## src/rtl/object_table_scheduler_pkg.sv

```systemverilog
// Shared widths, slot field layout, op codes and FSM encoding for the object table scheduler.
package object_table_scheduler_pkg;

  localparam int unsigned SLOTS      = 8;
  localparam int unsigned TYPE_W     = 3;
  localparam int unsigned X_W        = 10;
  localparam int unsigned Y_W        = 9;
  localparam int unsigned W_W        = 10;
  localparam int unsigned H_W        = 9;
  localparam int unsigned FIFO_DEPTH = 4;

  localparam int unsigned DATA_W = TYPE_W + X_W + Y_W + W_W + H_W;
  localparam int unsigned SLOT_W = $clog2(SLOTS);
  localparam int unsigned CNT_W  = SLOT_W + 1;

  // Slot field layout, LSB first: type, x, y, width, height.
  localparam int unsigned TYPE_LSB = 0;
  localparam int unsigned X_LSB    = TYPE_LSB + TYPE_W;
  localparam int unsigned Y_LSB    = X_LSB + X_W;
  localparam int unsigned W_LSB    = Y_LSB + Y_W;
  localparam int unsigned H_LSB    = W_LSB + W_W;

  localparam int unsigned CMD_W = 2 + SLOT_W + DATA_W;

  localparam logic [CNT_W-1:0] FULL_COUNT = CNT_W'(SLOTS);

  typedef enum logic [1:0] {
    OP_RSVD    = 2'b00,
    OP_SPAWN   = 2'b01,
    OP_MOVE    = 2'b10,
    OP_DESPAWN = 2'b11
  } op_e;

  typedef enum logic [1:0] {StIdle, StExec, StShift, StCommit} state_e;

  typedef struct packed {
    logic [1:0]        op;
    logic [SLOT_W-1:0] slot;
    logic [DATA_W-1:0] data;
  } cmd_t;

  typedef logic [SLOTS-1:0][DATA_W-1:0] table_t;

  function automatic logic [TYPE_W-1:0] obj_type(logic [DATA_W-1:0] d);
    return d[TYPE_LSB +: TYPE_W];
  endfunction

endpackage

```

## src/rtl/object_table_scheduler_if.sv

```systemverilog
// Command/response port between game-logic requesters and the object table scheduler.
interface object_table_scheduler_if;
  import object_table_scheduler_pkg::*;

  logic              cmd_valid;
  logic              cmd_ready;
  logic [1:0]        cmd_op;
  logic [SLOT_W-1:0] cmd_slot;
  logic [TYPE_W-1:0] cmd_type;
  logic [X_W-1:0]    cmd_x;
  logic [Y_W-1:0]    cmd_y;
  logic [W_W-1:0]    cmd_w;
  logic [H_W-1:0]    cmd_h;
  logic              rsp_valid;
  logic              rsp_err;
  logic [SLOT_W-1:0] rsp_slot;

  modport master (
    output cmd_valid, cmd_op, cmd_slot, cmd_type, cmd_x, cmd_y, cmd_w, cmd_h,
    input  cmd_ready, rsp_valid, rsp_err, rsp_slot
  );

  modport slave (
    input  cmd_valid, cmd_op, cmd_slot, cmd_type, cmd_x, cmd_y, cmd_w, cmd_h,
    output cmd_ready, rsp_valid, rsp_err, rsp_slot
  );

endinterface

```

## src/rtl/object_table_scheduler_cmd_fifo.sv

```systemverilog
// Synchronous command FIFO; pointers carry an extra wrap bit to tell full from empty.
module object_table_scheduler_cmd_fifo #(
  parameter int unsigned Width = 8,
  parameter int unsigned Depth = 4
) (
  input  logic             clock,
  input  logic             reset,
  input  logic             push,
  input  logic [Width-1:0] wdata,
  input  logic             pop,
  output logic [Width-1:0] rdata,
  output logic             full,
  output logic             empty
);

  localparam int unsigned PtrW = $clog2(Depth);
  localparam logic [PtrW:0] PtrOne = 1;

  logic [Width-1:0] mem_q [Depth];
  logic [PtrW:0]    wptr_q, rptr_q;
  logic             do_push, do_pop;

  assign empty   = (wptr_q == rptr_q);
  assign full    = (wptr_q[PtrW] != rptr_q[PtrW]) && (wptr_q[PtrW-1:0] == rptr_q[PtrW-1:0]);
  assign rdata   = mem_q[rptr_q[PtrW-1:0]];
  assign do_push = push && (!full || pop);
  assign do_pop  = pop && !empty;

  always_ff @(posedge clock) begin
    if (!reset) begin
      wptr_q <= '0;
      rptr_q <= '0;
    end else begin
      if (do_push) wptr_q <= wptr_q + PtrOne;
      if (do_pop)  rptr_q <= rptr_q + PtrOne;
    end
  end

  always_ff @(posedge clock) begin
    if (do_push) mem_q[wptr_q[PtrW-1:0]] <= wdata;
  end

endmodule

```

## src/rtl/object_table_scheduler.sv

```systemverilog
// Applies buffered SPAWN/MOVE/DESPAWN commands to a compacted shadow table and copies it
// to the display-facing table only on vertical blank.
module object_table_scheduler
  import object_table_scheduler_pkg::*;
(
  input  logic                    clock,
  input  logic                    reset,
  input  logic                    vblank,
  object_table_scheduler_if.slave cmd,
  output logic [CNT_W-1:0]        obj_count,
  output logic [SLOTS*DATA_W-1:0] gamedata,
  output logic                    commit_done
);

  state_e            state_q, state_d;
  table_t            shadow_q, shadow_d, gamedata_q, gamedata_d;
  cmd_t              exec_q, exec_d, fifo_wdata, fifo_rdata;
  logic [SLOT_W-1:0] idx_q, idx_d, idx_inc;
  logic [CNT_W-1:0]  count_q, count_d;
  logic              pending_q, pending_d;
  logic              rsp_valid_q, rsp_valid_d, rsp_err_q, rsp_err_d;
  logic [SLOT_W-1:0] rsp_slot_q, rsp_slot_d;
  logic              commit_done_q, commit_done_d;
  logic              fifo_push, fifo_pop, fifo_full, fifo_empty;
  logic              slot_live, slot_last;

  assign cmd.cmd_ready = reset && !fifo_full;
  assign fifo_push     = cmd.cmd_valid && cmd.cmd_ready;
  assign fifo_wdata    = '{op:   cmd.cmd_op,
                           slot: cmd.cmd_slot,
                           data: {cmd.cmd_h, cmd.cmd_w, cmd.cmd_y, cmd.cmd_x, cmd.cmd_type}};

  object_table_scheduler_cmd_fifo #(
    .Width(CMD_W),
    .Depth(FIFO_DEPTH)
  ) u_cmd_fifo (
    .clock(clock),
    .reset(reset),
    .push (fifo_push),
    .wdata(fifo_wdata),
    .pop  (fifo_pop),
    .rdata(fifo_rdata),
    .full (fifo_full),
    .empty(fifo_empty)
  );

  assign idx_inc   = idx_q + 1'b1;
  assign slot_live = {1'b0, exec_q.slot} < count_q;
  assign slot_last = {1'b0, exec_q.slot} == (count_q - 1'b1);

  always_comb begin
    state_d       = state_q;
    idx_d         = idx_q;
    exec_d        = exec_q;
    shadow_d      = shadow_q;
    gamedata_d    = gamedata_q;
    count_d       = count_q;
    rsp_valid_d   = 1'b0;
    rsp_err_d     = rsp_err_q;
    rsp_slot_d    = rsp_slot_q;
    commit_done_d = 1'b0;
    fifo_pop      = 1'b0;
    // A vblank seen while a commit is pending merges into it.
    pending_d     = vblank || (pending_q && (state_q != StCommit));

    unique case (state_q)
      StIdle: begin
        if (pending_q) begin
          state_d = StCommit;
        end else if (!fifo_empty) begin
          fifo_pop = 1'b1;
          exec_d   = fifo_rdata;
          state_d  = StExec;
        end
      end

      StExec: begin
        state_d     = StIdle;
        rsp_valid_d = 1'b1;
        rsp_err_d   = 1'b1;
        rsp_slot_d  = exec_q.slot;
        case (exec_q.op)
          OP_SPAWN: begin
            rsp_slot_d = count_q[SLOT_W-1:0];
            if (count_q != FULL_COUNT && obj_type(exec_q.data) != '0) begin
              shadow_d[count_q[SLOT_W-1:0]] = exec_q.data;
              count_d   = count_q + 1'b1;
              rsp_err_d = 1'b0;
            end
          end
          OP_MOVE: begin
            if (slot_live) begin
              shadow_d[exec_q.slot][X_LSB +: X_W] = exec_q.data[X_LSB +: X_W];
              shadow_d[exec_q.slot][Y_LSB +: Y_W] = exec_q.data[Y_LSB +: Y_W];
              rsp_err_d = 1'b0;
            end
          end
          OP_DESPAWN: begin
            if (slot_live) begin
              rsp_err_d = 1'b0;
              // The last live slot needs no compaction, so it retires here directly.
              if (slot_last) begin
                shadow_d[exec_q.slot] = '0;
                count_d = count_q - 1'b1;
              end else begin
                rsp_valid_d = 1'b0;
                rsp_err_d   = rsp_err_q;
                rsp_slot_d  = rsp_slot_q;
                idx_d       = exec_q.slot;
                state_d     = StShift;
              end
            end
          end
          default: ;
        endcase
      end

      StShift: begin
        shadow_d[idx_q] = shadow_q[idx_inc];
        idx_d = idx_inc;
        // Last move also clears the vacated tail slot.
        if (({1'b0, idx_q} + 2'd2) == count_q) begin
          shadow_d[idx_inc] = '0;
          count_d     = count_q - 1'b1;
          rsp_valid_d = 1'b1;
          rsp_err_d   = 1'b0;
          rsp_slot_d  = exec_q.slot;
          state_d     = StIdle;
        end
      end

      StCommit: begin
        gamedata_d    = shadow_q;
        commit_done_d = 1'b1;
        state_d       = StIdle;
      end

      default: state_d = StIdle;
    endcase
  end

  always_ff @(posedge clock) begin
    if (!reset) begin
      state_q       <= StIdle;
      idx_q         <= '0;
      exec_q        <= '0;
      shadow_q      <= '0;
      gamedata_q    <= '0;
      count_q       <= '0;
      pending_q     <= 1'b0;
      rsp_valid_q   <= 1'b0;
      rsp_err_q     <= 1'b0;
      rsp_slot_q    <= '0;
      commit_done_q <= 1'b0;
    end else begin
      state_q       <= state_d;
      idx_q         <= idx_d;
      exec_q        <= exec_d;
      shadow_q      <= shadow_d;
      gamedata_q    <= gamedata_d;
      count_q       <= count_d;
      pending_q     <= pending_d;
      rsp_valid_q   <= rsp_valid_d;
      rsp_err_q     <= rsp_err_d;
      rsp_slot_q    <= rsp_slot_d;
      commit_done_q <= commit_done_d;
    end
  end

  assign cmd.rsp_valid = rsp_valid_q;
  assign cmd.rsp_err   = rsp_err_q;
  assign cmd.rsp_slot  = rsp_slot_q;
  assign obj_count     = count_q;
  assign gamedata      = gamedata_q;
  assign commit_done   = commit_done_q;

endmodule

```

## src/flat_wrapper.sv

```systemverilog
// flat-port wrapper written by rule: the top's interface ports become plain ports
module object_table_scheduler_flat import object_table_scheduler_pkg::*;
  (clock, reset, vblank, obj_count, gamedata, commit_done, cmd_cmd_valid, cmd_cmd_op, cmd_cmd_slot, cmd_cmd_type, cmd_cmd_x, cmd_cmd_y, cmd_cmd_w, cmd_cmd_h, cmd_cmd_ready, cmd_rsp_valid, cmd_rsp_err, cmd_rsp_slot);
  object_table_scheduler_if cmd_i ();
  input  logic clock;
  input  logic reset;
  input  logic vblank;
  output logic [CNT_W-1:0] obj_count;
  output logic [SLOTS*DATA_W-1:0] gamedata;
  output logic commit_done;
  input wire logic [$bits(cmd_i.cmd_valid)-1:0] cmd_cmd_valid;
  input wire logic [$bits(cmd_i.cmd_op)-1:0] cmd_cmd_op;
  input wire logic [$bits(cmd_i.cmd_slot)-1:0] cmd_cmd_slot;
  input wire logic [$bits(cmd_i.cmd_type)-1:0] cmd_cmd_type;
  input wire logic [$bits(cmd_i.cmd_x)-1:0] cmd_cmd_x;
  input wire logic [$bits(cmd_i.cmd_y)-1:0] cmd_cmd_y;
  input wire logic [$bits(cmd_i.cmd_w)-1:0] cmd_cmd_w;
  input wire logic [$bits(cmd_i.cmd_h)-1:0] cmd_cmd_h;
  output wire logic [$bits(cmd_i.cmd_ready)-1:0] cmd_cmd_ready;
  output wire logic [$bits(cmd_i.rsp_valid)-1:0] cmd_rsp_valid;
  output wire logic [$bits(cmd_i.rsp_err)-1:0] cmd_rsp_err;
  output wire logic [$bits(cmd_i.rsp_slot)-1:0] cmd_rsp_slot;
  assign cmd_i.cmd_valid = cmd_cmd_valid;
  assign cmd_i.cmd_op = cmd_cmd_op;
  assign cmd_i.cmd_slot = cmd_cmd_slot;
  assign cmd_i.cmd_type = cmd_cmd_type;
  assign cmd_i.cmd_x = cmd_cmd_x;
  assign cmd_i.cmd_y = cmd_cmd_y;
  assign cmd_i.cmd_w = cmd_cmd_w;
  assign cmd_i.cmd_h = cmd_cmd_h;
  assign cmd_cmd_ready = cmd_i.cmd_ready;
  assign cmd_rsp_valid = cmd_i.rsp_valid;
  assign cmd_rsp_err = cmd_i.rsp_err;
  assign cmd_rsp_slot = cmd_i.rsp_slot;
  object_table_scheduler u_core (.clock(clock), .reset(reset), .vblank(vblank), .cmd(cmd_i), .obj_count(obj_count), .gamedata(gamedata), .commit_done(commit_done));
endmodule
```

## config.mk

```make
export PLATFORM = sky130hd
export DESIGN_NAME = object_table_scheduler_flat
export DESIGN_NICKNAME = d
export VERILOG_FILES = /design/src/rtl/object_table_scheduler_pkg.sv /design/src/rtl/object_table_scheduler_if.sv /design/src/rtl/object_table_scheduler_cmd_fifo.sv /design/src/rtl/object_table_scheduler.sv /design/src/flat_wrapper.sv
export SDC_FILE = /design/constraint.sdc
export NUM_CORES = 2
export LEC_CHECK = 0
export CORE_UTILIZATION = 55
export DETAILED_ROUTE_END_ITERATION = 16
export HOLD_SLACK_MARGIN = 0.03
export PLACE_DENSITY = 0.74
export SLEW_MARGIN = 15
export SYNTH_ARGS = -nofsm -noshare
export SYNTH_HDL_FRONTEND = slang
export SYNTH_SLANG_ARGS = --single-unit
```

## constraint.sdc

```tcl
create_clock -name clock -period 8.45 [get_ports clock]
set_input_delay 0.845 -clock clock [delete_from_list [all_inputs] [get_ports clock]]
set_output_delay 0.845 -clock clock [all_outputs]
set_load 0.02 [all_outputs]
```

Word level (Yosys, flattened, before mapping):

Memory sizes are Yosys's and may differ from the RTL's. A register that Yosys moved wholly into a read port is not among the register bits.
Index checks and enable logic that the tools add are counted.
W data, S select, Z words.

* add/subtract/negate cells: 6
* $lt $le $gt $ge: 9
* equal/unequal tests: 25
* muxes and demuxes: 65
* bitwise gates (word level): 6
* reductions and logical operators: 25

Operators with widths (number)
* $mux W328: 5
* $bwmux W328: 4
* $pmux W328 S3: 1
* $demux W41 S3: 6
* $and A328 B328 Y328: 2
* $not A328 Y328: 2
* $pmux W328 S2: 1
* $mux W41: 5
* $bmux W41 S3: 1
* $mux W22: 1
* $mux W3: 6
* $ne A3 B2 Y1 const B: 6
* $pmux W3 S2: 3
* $lt A3 B4 Y1 const B: 4
* $mux W4: 4
* $pmux W4 S2: 2
* $mux W1: 15
* $mux W13: 1
* $ge A3 B1 Y1 const B: 4
* $mux W2: 6
* $reduce_and A6 Y1: 2
* $logic_and A1 B1 Y1: 11
* $add A3 B1 Y3 const B: 3
* $eq A2 B2 Y1 const B: 4
* 26 further kinds: 37

* register bits after elaboration: 678
* memory bits (writable): 184
* input bits: 50
* output and inout bits: 339
* logic and storage cells: 163
* memories kept: 1

Memories
* u_core.u_cmd_fifo.mem_q: depth 4, width 46, read ports 1, clocked after Yosys merged registers in 1, wr ports 1, RTL line object_table_scheduler_cmd_fifo.sv:19 `logic [Width-1:0] mem_q [Depth];`

Depth between registers and ports, before layout:

* word-level depth: 10
* gate-level depth with buffers: 13
* gate-level depth less buffers: 8

Hierarchy:

Synthesis repeated with hierarchy kept, for this count alone.

* cell total of the unflattened synthesis: 4178
* area, all modules: 41871.4 µm²

Modules (own cells, without submodules)
* object_table_scheduler: times used 1, cells each 3884, area each 34710.8 µm², sequential area each 14373.8 µm²
* object_table_scheduler_cmd_fifo: times used 1, cells each 294, area each 7160.6 µm², sequential area each 5685.5 µm²

Worst setup path before layout:

Ideal clock, no wire load.

* path type: input to register
* start point: input port reset
* end point: memory u_core.u_cmd_fifo.mem_q[3][0] (netlist bit), enable pin
* library setup time: 410 ps
* arrival time: 2949 ps
* required time: 8040 ps
* path slack: 5091 ps
* cell stages on the path: 4
* buffers on the path: 1
* path through: clkbuf_1 inv_1 a21oi_1 and3_1

* word-level cells in the longest chain between the ends: 5

Ends and longest elaborated chain
* from (decl): RTL line flat_wrapper.sv:6 `input logic reset;`
* $logic_and A1 B1 Y1: RTL line object_table_scheduler.sv:27 `assign cmd.cmd_ready = reset && !fifo_full;`
* named net cmd_cmd_ready: RTL line flat_wrapper.sv:19 `output wire logic [$bits(cmd_i.cmd_ready)-1:0] cmd_cmd_ready;`
* $logic_and A1 B1 Y1: RTL line object_table_scheduler.sv:28 `assign fifo_push = cmd.cmd_valid && cmd.cmd_ready;`
* $logic_and A1 B1 Y1: RTL line object_table_scheduler_cmd_fifo.sv:26 `assign do_push = push && (!full || pop);`
* $mux W1: RTL line object_table_scheduler_cmd_fifo.sv:40 `if (do_push) mem_q[wptr_q[PtrW-1:0]] <= wdata;`
* $mux W1 (implied by the code): RTL line object_table_scheduler_cmd_fifo.sv:40
* to (decl): RTL line object_table_scheduler_cmd_fifo.sv:19

The timed path passes the listed nets, and every way through them passes these cells.

Worst setup path after layout:

* start point: register u_core.state_q[0]
* end point: register u_core.shadow_q[321] (netlist bit)

* word-level cells in the longest chain between the ends: 3
* elaborated cells on any way between the ends: 10
* classes of those cells: eq/ne: 7; mux: 1; reduce/logical: 2

Ends and longest elaborated chain
* from (decl): RTL line object_table_scheduler.sv:15 `state_e state_q, state_d;`
* from (signal assigned): RTL line object_table_scheduler.sv:144 `state_q <= StIdle;`
* from (signal assigned): RTL line object_table_scheduler.sv:156 `state_q <= state_d;`
* $eq A2 B1 Y1 / $eq A2 B2 Y1 (equally long branches): RTL line object_table_scheduler.sv:66 `unique case (state_q)`
* $ne A4 B3 Y1 (no source line) (tied with other cells)
* $reduce_and A6 Y1 (no source line)
* to (signal assigned): RTL line object_table_scheduler.sv:159 `shadow_q <= shadow_d;`
* to (decl): RTL line object_table_scheduler.sv:16 `table_t shadow_q, shadow_d, gamedata_q, gamedata_d;`

Several ways; a longest one is shown, not always the timed one.
A chain may end at the register's enable or synchronous reset.

==> summary.md <==
| Metric | Value |
|---|---|
| Status | complete, no violations |
| Setup TNS | 0 ns |
| Share of cells above drive strength 1 | 8.39% |
| Register area share after synthesis | 48.4% |
| Post CTS Setup Buffer Count | 0 |
| Final Cell Area | 48600 sq um |
| Root Buffer | clkbuf_16 |
| Most common cell on crit path | o21ai_0 |
| Vias/cell | 6.83 |
| Post-Synthesis Cells | 4166 |
| Remaining DRCs | 0 |
| First-pass GRT wire length | 220 mm |
| Hold Path Sink | u_core.exec_q[24]$_SDFFE_PN0P_ |
| Synthesis-to-layout area growth | 17.5% |
| Worst vdd ir | 0.188 mV |
| Total track usage | 37.5% |
| RR Endpoint | u_core.shadow_q[321]$_SDFFE_PN0P_ |
| Post-CTS resize count | 0 |
| Data arrival, critical path | 5.22 ns |
| Post-Syn Area per Cell | 9.93 sq um |
| CTS tree | built |
| Fin. Hold Viols | 0 |
| Most frequent cells in the layout | dfxtp_1, nor2_1, mux2i_1, clkdlybuf4s50_1, a21oi_1 |
| H-tree lvl count | 3 |
| # setup viols final | 0 |
| FMAX | 0.213 GHz |
| Largest net degree at the start of global routing | 164 |
| WP data required | between 8 and 9 ns |
| Inserted Clock Buffers | 93 |
| Sequence of cells on the critical path | inv_1 > ha_4 > buf_12 > or3_1 > o21ai_0 > nor3_2 > buf_4 > nand2_2 > o21ai_0 > a21oi_1 |
| Placed Instance Area | 45400 sq um |
| Hpwl dp | 99.4 mm |
| Final #Nets | 4376 |
| Routed Wire Length | 149 mm |
| Setup crit end kind | flip-flop |
| Routability cong. | 1.01 |
| R2r worst-path depth | 10 |
| Seq cells post-synth | 908 |
| Synth warn | 0 |
| WHS Path Cells | 2 |
| Vias in the first global route | 33500 |
| WP buf/inv | 3 |
| Post-DRT Antenna Nets | 0 |
| Top-area cell type share of the netlist area | 35.0% |
| CTS Sinks | 908 |
| Initial DRC Count | 5729 |
| RSZ-0062 raised after global routing | false |
| Worst-path fanout max | 154 |
| FF-to-FF setup slack | around 3.7 ns |
| Die W | 276 um |
| Core area | 74400 sq um |
| I/O pins | 389 |
| Die Ht | 276 um |
| DIE AREA | 76300 sq um |
| Max_cap viols | 0 |
| Cts hold-fix bufs | 0 |
| Tcrit/Tclk final | 55.7% |
| Commonest non-fill, non-tap cell in the layout | dfxtp_1 |
| Initial Utilization | 55.6% |
| CP startpoint kind | flip-flop |
| Synth top area cells | dfxtp_1, edfxtp_1, mux2i_1, mux4_2, nor2_1 |
| Cell Pwr Density | 267 nW/um^2 |
| Worst Max-Slew Pin Slew | roughly 1.3 ns |
| Worst hold path class | reg -> reg |
| Synth async-reset ratio | 0% |
| Critical path type | reg -> reg |
| Via count | 36500 |
| Slowest cell on crit path | nand2_2 |
| CTS max path bufs | 3 |
| Clock skew | just over 0.02 ns |
| Final min period | between 4 and 5 ns |
| Leak | between 15 and 20 nW |
| Initial antenna violation count | 7 |
| Prevailing post-synth register cell | dfxtp_1 |
| Netlist cell types | 82 |
| Placement Rows | 100 |
| Synth Cell Area | ~41000 sq um |
| Clock transition at path regs | 0.07 ns |
| Post-synth top area cell | dfxtp_1 |
| CP delay by family, top | simple AND/OR/NAND/NOR gates |
| Hold path start | u_core.exec_q[24]$_SDFFE_PN0P_ |
| Pre-Repair DR Iteration Count | 7 |
| Port Buffers | 388 |
| GR Overflow Total | 0 |
| Crit path largest cell delay | 0.74 ns |
| Clk_lat worst skew | 0.67 ns |
| Max Slew Vio Count | 0 |
| Max-slew headroom | 13.7% |
| Syn_nets | ~4200 |
| EDFF count, synth | 184 |
| Worst r2r src | u_core.state_q[0]$_SDFFE_PN0P_ |
| Wire per inst | 27.9 um |
[tightest hold or removal path, stage by stage (launching register included)]
cell	delay [ns]
dfxtp_1	0.31
nand2_1	0.05
a21oi_1	0.05
[state kept, by name (all words and copies together), names as in the netlist]
name,flops
u_core.cmd.rsp_err,1
u_core.cmd.rsp_slot,3
u_core.cmd.rsp_valid,1
u_core.commit_done,1
u_core.exec_q,46
u_core.gamedata,328
u_core.idx_q,3
u_core.obj_count,4
u_core.pending_q,1
u_core.shadow_q,328
u_core.state_q,2
u_core.u_cmd_fifo.mem_q,184
u_core.u_cmd_fifo.rptr_q,3
u_core.u_cmd_fifo.wptr_q,3
[worst max-delay path by stage]
stage / startpoint / to / slack [ns] / cells past startpoint
2_1_floorplan: reset / u_core.u_cmd_fifo.mem_q[3][0]$_DFFE_PP_ / 5.09 / 4
6_report: u_core.state_q[0]$_SDFFE_PN0P_ / u_core.shadow_q[321]$_SDFFE_PN0P_ / 3.74 / 10
5_1_grt: u_core.state_q[0]$_SDFFE_PN0P_ / u_core.shadow_q[302]$_SDFFE_PN0P_ / 3.66 / 10
3_5_place_dp: u_core.state_q[0]$_SDFFE_PN0P_ / u_core.shadow_q[315]$_SDFFE_PN0P_ / 3.98 / 10
4_1_cts: u_core.state_q[0]$_SDFFE_PN0P_ / u_core.shadow_q[315]$_SDFFE_PN0P_ / 3.95 / 10
3_3_place_gp: u_core.obj_count[0]$_SDFFE_PN0P_ / u_core.shadow_q[178]$_SDFFE_PN0P_ / 4.07 / 9
[metrics by stage]
stage          power, mW  worst slack, ns  utilization, %  std cells  hold slack, ns
2_1_floorplan       7.38             5.09               -       4166           0.437
3_3_place_gp        8.56             4.07            61.0       5174           0.443
3_5_place_dp        8.58             3.98            61.1       5174           0.449
4_1_cts             12.8             3.95            65.3       5343           0.458
5_1_grt             13.3             3.66            65.3       5344           0.479
6_report            13.0             3.74            65.3       5346           0.457
[layout make-up]
| class | count | area [sq um] |
|---|---|---|
| Timing Repair Buffer | 452 | 4430 |
| Multi-Input combinational cell | 2821 | 19700 |
| Fill cell | 5897 | 25800 |
| Antenna cell | 2 | 5.00 |
| Sequential cell | 908 | 20000 |
| Clock inverter | 33 | 480 |
| Inverter | 25 | 101 |
| Tap cell | 969 | 1210 |
| Clock buffer | 136 | 2680 |
[logic make-up (layout without fill, tap and decap cells)]
| group | Yosys count | in the layout | share of synthesized area, % |
|---|---|---|---|
| flops | 908 | 908 | 48.4 |
| mux | 490 | 490 | 14.2 |
| simple gates | 966 | 966 | 10.7 |
| xor+xnor | 16 | 16 | 0.357 |
| fa+ha+maj | 25 | 25 | 0.756 |
| buf+inv | 437 | 646 | 4.43 |
| compound gates | 1324 | 1324 | 21.2 |
| other cells | 0 | 2 | 0 |
[power breakdown]
group,switching [mW],internal [mW]
Clock,1.78,2.49
Sequential,0.325,4.58
Combinational,2.72,1.09
Total,4.82,8.16
[cell usage after synthesis (all sizes together) (64+ instances only)]
library cell / instances
edfxtp: 184
o21ai: 207
nor2: 442
buf: 116
nand2: 195
dfxtp: 724
a21oi: 330
o211ai: 64
o22ai: 245
mux2i: 387
a22oi: 135
mux4: 76
nand3: 144
a22o: 142
clkbuf: 296
[routing by layer]
layer / wire length [um] / part of all wire, % / vias to the layer above / global-route usage, %
met4: 6380 / 4.3 / 14 / 14.2
met1: 59800 / 40 / 17500 / 53.7
met3: 21400 / 14 / 412 / 12.0
li1: - / - / 15900 / -
met5: 165 / 0.11 / - / 0
met2: 61300 / 41 / 2660 / 52.5
Power figures use the tool's default switching activity.
